--- src/rtl/hand_display_sched_if.sv ---
// Control and display-select signals between a requester/display front end
// and the hand display scheduler.
interface hand_display_sched_if #(
    parameter int NUM_PLAYERS = 4
);
    localparam int PW = (NUM_PLAYERS > 1) ? $clog2(NUM_PLAYERS) : 1;

    logic                   enable;
    logic [NUM_PLAYERS-1:0] active;
    logic                   focus_req;
    logic [PW-1:0]          focus_id;
    logic                   focus_ack;
    logic [PW-1:0]          sel_player;
    logic [1:0]             sel_phase;
    logic                   blank;
    logic                   frame_done;

    modport master (
        output enable, active, focus_req, focus_id,
        input  focus_ack, sel_player, sel_phase, blank, frame_done
    );

    modport slave (
        input  enable, active, focus_req, focus_id,
        output focus_ack, sel_player, sel_phase, blank, frame_done
    );
endinterface

--- src/rtl/hand_display_sched.sv ---
// Time-shares the two-digit card display across active players' hands,
// with blank gaps between hands and a focus override that pins one player.
module hand_display_sched #(
    parameter int NUM_PLAYERS = 4,
    parameter int BLANK_TICKS = 1
) (
    input  logic                clk_sec,
    input  logic                rst,
    hand_display_sched_if.slave bus
);
    localparam int PW = (NUM_PLAYERS > 1) ? $clog2(NUM_PLAYERS) : 1;
    localparam int GW = (BLANK_TICKS > 1) ? $clog2(BLANK_TICKS + 1) : 1;
    localparam logic [GW-1:0] GAP_LOAD = GW'(BLANK_TICKS);

    typedef enum logic [1:0] {IDLE, SHOW, GAP, FOCUS} state_t;

    state_t        state_reg, state_next;
    logic [PW-1:0] player_reg, player_next;
    logic [1:0]    phase_reg, phase_next;
    logic          blank_reg, blank_next;
    logic          ack_reg, ack_next;
    logic          frame_reg, frame_next;
    logic [GW-1:0] gap_cnt_reg, gap_cnt_next;

    logic [NUM_PLAYERS-1:0] above_mask;
    logic [PW-1:0]          next_idx;
    logic [PW-1:0]          lowest_idx;
    logic                   any_active;
    logic                   next_wraps;

    function automatic logic [PW-1:0] lowest_set(input logic [NUM_PLAYERS-1:0] m);
        lowest_set = '0;
        for (int i = NUM_PLAYERS - 1; i >= 0; i--) begin
            if (m[i]) lowest_set = PW'(i);
        end
    endfunction

    // Active players strictly after the current one; if none, the search
    // wraps to the lowest active index, which is exactly the frame boundary.
    for (genvar gi = 0; gi < NUM_PLAYERS; gi++) begin : g_above
        assign above_mask[gi] = bus.active[gi] && (PW'(gi) > player_reg);
    end

    assign any_active = |bus.active;
    assign next_wraps = ~(|above_mask);
    assign lowest_idx = lowest_set(bus.active);
    assign next_idx   = next_wraps ? lowest_idx : lowest_set(above_mask);

    always_ff @(posedge clk_sec or posedge rst) begin
        if (rst) begin
            state_reg   <= IDLE;
            player_reg  <= '0;
            phase_reg   <= 2'd0;
            blank_reg   <= 1'b1;
            ack_reg     <= 1'b0;
            frame_reg   <= 1'b0;
            gap_cnt_reg <= '0;
        end else begin
            state_reg   <= state_next;
            player_reg  <= player_next;
            phase_reg   <= phase_next;
            blank_reg   <= blank_next;
            ack_reg     <= ack_next;
            frame_reg   <= frame_next;
            gap_cnt_reg <= gap_cnt_next;
        end
    end

    always_comb begin
        state_next   = state_reg;
        player_next  = player_reg;
        phase_next   = phase_reg;
        blank_next   = blank_reg;
        ack_next     = 1'b0;
        frame_next   = 1'b0;
        gap_cnt_next = gap_cnt_reg;

        if (!bus.enable) begin
            state_next   = IDLE;
            player_next  = '0;
            phase_next   = 2'd0;
            blank_next   = 1'b1;
            gap_cnt_next = '0;
        end else if (bus.focus_req && state_reg != FOCUS) begin
            // New request: abandon any partial hand or gap right away.
            state_next   = FOCUS;
            player_next  = bus.focus_id;
            phase_next   = 2'd0;
            blank_next   = 1'b0;
            ack_next     = 1'b1;
            gap_cnt_next = '0;
        end else begin
            case (state_reg)
                IDLE: begin
                    if (any_active) begin
                        state_next  = SHOW;
                        player_next = lowest_idx;
                        phase_next  = 2'd0;
                        blank_next  = 1'b0;
                    end
                end
                SHOW: begin
                    if (phase_reg != 2'd3) begin
                        phase_next = phase_reg + 2'd1;
                    end else if (!any_active) begin
                        state_next  = IDLE;
                        player_next = '0;
                        phase_next  = 2'd0;
                        blank_next  = 1'b1;
                    end else begin
                        frame_next  = next_wraps;
                        player_next = next_idx;
                        phase_next  = 2'd0;
                        if (BLANK_TICKS > 0) begin
                            state_next   = GAP;
                            blank_next   = 1'b1;
                            gap_cnt_next = GAP_LOAD;
                        end else begin
                            state_next = SHOW;
                            blank_next = 1'b0;
                        end
                    end
                end
                GAP: begin
                    // Player was latched on entry; its active bit is not rechecked.
                    if (gap_cnt_reg <= GW'(1)) begin
                        state_next   = SHOW;
                        phase_next   = 2'd0;
                        blank_next   = 1'b0;
                        gap_cnt_next = '0;
                    end else begin
                        gap_cnt_next = gap_cnt_reg - GW'(1);
                    end
                end
                FOCUS: begin
                    if (bus.focus_req) begin
                        phase_next = phase_reg + 2'd1;
                    end else if (any_active) begin
                        state_next  = SHOW;
                        player_next = lowest_idx;
                        phase_next  = 2'd0;
                        blank_next  = 1'b0;
                    end else begin
                        state_next  = IDLE;
                        player_next = '0;
                        phase_next  = 2'd0;
                        blank_next  = 1'b1;
                    end
                end
                default: begin
                    state_next  = IDLE;
                    player_next = '0;
                    phase_next  = 2'd0;
                    blank_next  = 1'b1;
                end
            endcase
        end
    end

    assign bus.sel_player = player_reg;
    assign bus.sel_phase  = phase_reg;
    assign bus.blank      = blank_reg;
    assign bus.focus_ack  = ack_reg;
    assign bus.frame_done = frame_reg;
endmodule

--- src/flat_wrapper.sv ---
// flat-port wrapper written by rule: the top's interface ports become plain ports
module hand_display_sched_flat 
#(
    parameter int NUM_PLAYERS = 4,
    parameter int BLANK_TICKS = 1
)
  (clk_sec, rst, bus_enable, bus_active, bus_focus_req, bus_focus_id, bus_focus_ack, bus_sel_player, bus_sel_phase, bus_blank, bus_frame_done);
  hand_display_sched_if #(.NUM_PLAYERS(NUM_PLAYERS)) bus_i ();
  input  logic clk_sec;
  input  logic rst;
  input wire logic [$bits(bus_i.enable)-1:0] bus_enable;
  input wire logic [$bits(bus_i.active)-1:0] bus_active;
  input wire logic [$bits(bus_i.focus_req)-1:0] bus_focus_req;
  input wire logic [$bits(bus_i.focus_id)-1:0] bus_focus_id;
  output wire logic [$bits(bus_i.focus_ack)-1:0] bus_focus_ack;
  output wire logic [$bits(bus_i.sel_player)-1:0] bus_sel_player;
  output wire logic [$bits(bus_i.sel_phase)-1:0] bus_sel_phase;
  output wire logic [$bits(bus_i.blank)-1:0] bus_blank;
  output wire logic [$bits(bus_i.frame_done)-1:0] bus_frame_done;
  assign bus_i.enable = bus_enable;
  assign bus_i.active = bus_active;
  assign bus_i.focus_req = bus_focus_req;
  assign bus_i.focus_id = bus_focus_id;
  assign bus_focus_ack = bus_i.focus_ack;
  assign bus_sel_player = bus_i.sel_player;
  assign bus_sel_phase = bus_i.sel_phase;
  assign bus_blank = bus_i.blank;
  assign bus_frame_done = bus_i.frame_done;
  hand_display_sched #(.NUM_PLAYERS(NUM_PLAYERS), .BLANK_TICKS(BLANK_TICKS)) u_core (.clk_sec(clk_sec), .rst(rst), .bus(bus_i));
endmodule
--- config.mk ---
export PLATFORM = sky130hd
export DESIGN_NAME = hand_display_sched_flat
export DESIGN_NICKNAME = d
export VERILOG_FILES = /design/src/rtl/hand_display_sched_if.sv /design/src/rtl/hand_display_sched.sv /design/src/flat_wrapper.sv
export SDC_FILE = /design/constraint.sdc
export NUM_CORES = 1
export LEC_CHECK = 0
export CAP_MARGIN = 20
export CORE_ASPECT_RATIO = 1.1
export CORE_MARGIN = 3
export CORE_UTILIZATION = 35
export DETAILED_ROUTE_END_ITERATION = 16
export GPL_TIMING_DRIVEN = 0
export SLEW_MARGIN = 20
export SYNTH_ARGS = -nofsm -noshare
export SYNTH_HDL_FRONTEND = slang
export SYNTH_SLANG_ARGS = --single-unit
--- constraint.sdc ---
create_clock -name clk_sec -period 3.07 [get_ports clk_sec]
set_input_delay 0.4605 -clock clk_sec [delete_from_list [all_inputs] [get_ports clk_sec]]
set_output_delay 0.4605 -clock clk_sec [all_outputs]
set_load 0.005 [all_outputs]
==> summary.txt, run 1 <==
Power and ir drop
  – Worst VDD drop: 0.000274 V
  – Leakage: 0.000342 uW
  – Power Dens Cells: 358 nW/um^2

Floorplanning
  – Starting Density: 0.374
  – Row cnt: 16
  – Chip height: 52.0 um
  – Die Area: 2490 sq um
  – Ports: 17
  – Die Wd: 47.9 um
  – Core area: 1800 sq um

Logic synthesis
  – Top_reg_cell synth: dfrtp_1
  – Async SR Flop Fraction: 1.00
  – Synthesized instance count: 75
  – Avg Synthesized Cell Area: 8.99 sq um
  – Yosys top cell by area: dfrtp_1
  – Seq cells post-synth: 9
  – Sequential area share after synthesis: 0.336
  – Syn Nets: 86
  – Area share of the largest cell type after synthesis: 0.297
  – Number of flops mapped to enable cells by yosys: 0
  – Post-synth cell types: 38
  – Mapped Area: 674 sq um
  – Syn. warnings: 0
  – Area contributors post-synth: dfrtp_1 30%, nor4_4 6.3%, a21oi_1 5.2%, dfstp_2 3.9%, mux2i_1 3.0%

Clock tree
  – Clk_lat worst skew: 0.27 ns
  – TritonCTS clock tree: done
  – H-tree depth: 1
  – Cts hold-fix bufs: 0
  – Clock Sinks: 9
  – CTS Root Cell: clkbuf_4
  – Postcts setup bufs: 0
  – Cts repair resizes: 0
  – Max Buffers Root-to-Sink: 2
  – Worst-path clk slew: 0.07 ns
  – TritonCTS Buffers: 3

Final layout
  – Commonest non-fill, non-tap cell in the layout: clkdlybuf4s50_1
  – Ant diodes: 0
  – Commonest cells after routing, fill and taps aside: 15 x clkdlybuf4s50_1, 8 x dfrtp_1, 7 x a21oi_1
  – Area Growth Syn to Fin: 29.5%
  – Layout Cells excl Fill: 112
  – Nets@finish: 106
  – Fin util: 0.485
  – Ratio of cells with drive above 1 in the final layout: 0.149

STA
  – Final Critical Period: 1.93 ns
  – Fmax achieved: 0.518 GHz
  – Period utilization: 0.628
  – Setup TNS: 0 ns
  – Final Hold Fails: 0
  – Worst Skew: 0.0147 ns
  – Hold_ws: 0.446 ns
  – Actual slew at the worst max-slew pin: 0.379 ns
  – Worst slew margin: 0.747
  – Slew Viols, Final: 0
  – Final setup viols: 0
  – RSZ-0062 raised after global routing: false

Min path
  – Worst hold path class: in2async

Drt
  – DRT Wirelength: 1530 um
  – DR vias: 629
  – Final ANT Viol Nets: 0
  – Vias per inst: 5.62
  – 1st-pass router iterations: 4
  – Initial DRC count: 8
  – Mean routed wirelength per cell: 13.7 um
  – Number of remaining DRC errors: 0

Critical path
  – Nature of the critical path startpoint: primary input
  – R2r setup slk: 1.36 ns
  – WS Path Type: in2reg
  – CP arrival: 2.12 ns
  – Worst r2r path cells: 5
  – Reg-to-reg startpoint: u_core.bus.sel_phase[0]
  – Worst Setup End Kind: register
  – CP required: 3.26 ns
  – Reg2Reg Capture Point: u_core.bus.sel_player[0]
  – Maximum fanout along the worst path: 6

Flow run
  – Maxcap violations: 0

GRT
  – Grt ovf: 0
  – First-pass GRT wire length: 2560 um
  – Antenna violations before repair: 0
  – Pin count of the biggest net entering global routing: 11
  – Number of global-route vias before repair: 574
  – GRT Util Overall: 0.143

Placement
  – RePlAce Congestion: 0.836
  – Post-DP HPWL: 1150 um
  – Placed Cells: 108
  – PortBufs: 15

Status
  – Status: completed
## worst max-delay path, cell delays in order
cell	delay, ns
clkdlybuf4s50_1	0.54
nor4_4	0.43
nor3_1	0.14
nor4_4	0.33
mux2i_1	0.21
## power breakdown
part | internal, uW | switching (uW) | total (uW)
combinational | 41.4 | 42.9 | 84.3
clock | 50.2 | 46.2 | 96.4
sequential | 126 | 6.12 | 132
## layer usage
metal	part of all wire	routed length, um	global-route usage	vias to the layer above
li1	-	-	-	322
met1	0.48	732	0.190	286
met2	0.46	698	0.216	19
met3	0.060	92	0.0554	2
met4	0.0052	8	0.0269	0
met5	0	0	0	-
## cell type report
type / count / area, sq um
multi-input cells: 57 / 405
fillers: 189 / 928
repair buffers: 15 / 150
well taps: 18 / 22.5
inverters: 6 / 22.5
plain buffers: 3 / 20.0
flip-flops and latches: 9 / 226
clock buffers: 4 / 26.3
## cells in the mapped netlist, drive strengths merged, types with 3 or more instances
master and number:
buf 3, o21ai 6, nor4 3, nand3 4
nor3 4, dfrtp 8, inv 5, nor2 6
a21oi 7, nand2 3
## cells by family (layout without fill, tap and decap cells)
logic type / Yosys count / after routing / share of synthesized area
simple gates: 28 / 28 / 0.282
compound gates: 25 / 25 / 0.258
flops: 9 / 9 / 0.336
buf+inv: 9 / 28 / 0.0631
mux: 2 / 2 / 0.0297
fa+ha+maj: 1 / 1 / 0.0185
xor+xnor: 1 / 1 / 0.0130
## through the flow
stage                     instance area (sq um)  total power (uW)  worst slack (ns)
final                                       873               313              1.14
after global routing                        873               335              1.02
after CTS                                   873               315              1.13
after detailed placement                    847               219             0.871
after global placement                      847               219             0.870
after floorplan                             674               182              1.52
## worst max path at each step
stage                            startpoint                       end  slack [ns]  cells after the start
finish                        bus_active[1]  u_core.bus.sel_player[0]        1.14                      5
global route                  bus_active[1]  u_core.bus.sel_player[0]        1.02                      5
CTS                           bus_active[1]  u_core.bus.sel_player[0]        1.13                      5
detailed placement            bus_active[1]  u_core.bus.sel_player[0]        0.87                      5
global placement              bus_active[1]  u_core.bus.sel_player[0]        0.87                      5
floorplan           u_core.bus.sel_phase[0]  u_core.bus.sel_player[0]        1.52                      5
No activity file was read; power rests on OpenSTA's default activity.
==> inputs of run 2 (changes only) <==
clock period = 2 ns   (was 3.07 ns; I/O delays follow)
==> results of run 2 <==
The final DEF is identical to that of run 1. Status: completed.
Main changes from that run: setup slack after placement 0.871 ns -> -0.0384 ns; setup slack after layout 1.14 ns -> 0.231 ns; hold slack 0.446 ns -> 0.285 ns; register-to-register setup slack 1.36 ns -> 0.29 ns; total power 313 uW -> 481 uW; worst IR drop on VDD 0.000274 V -> 0.000420 V
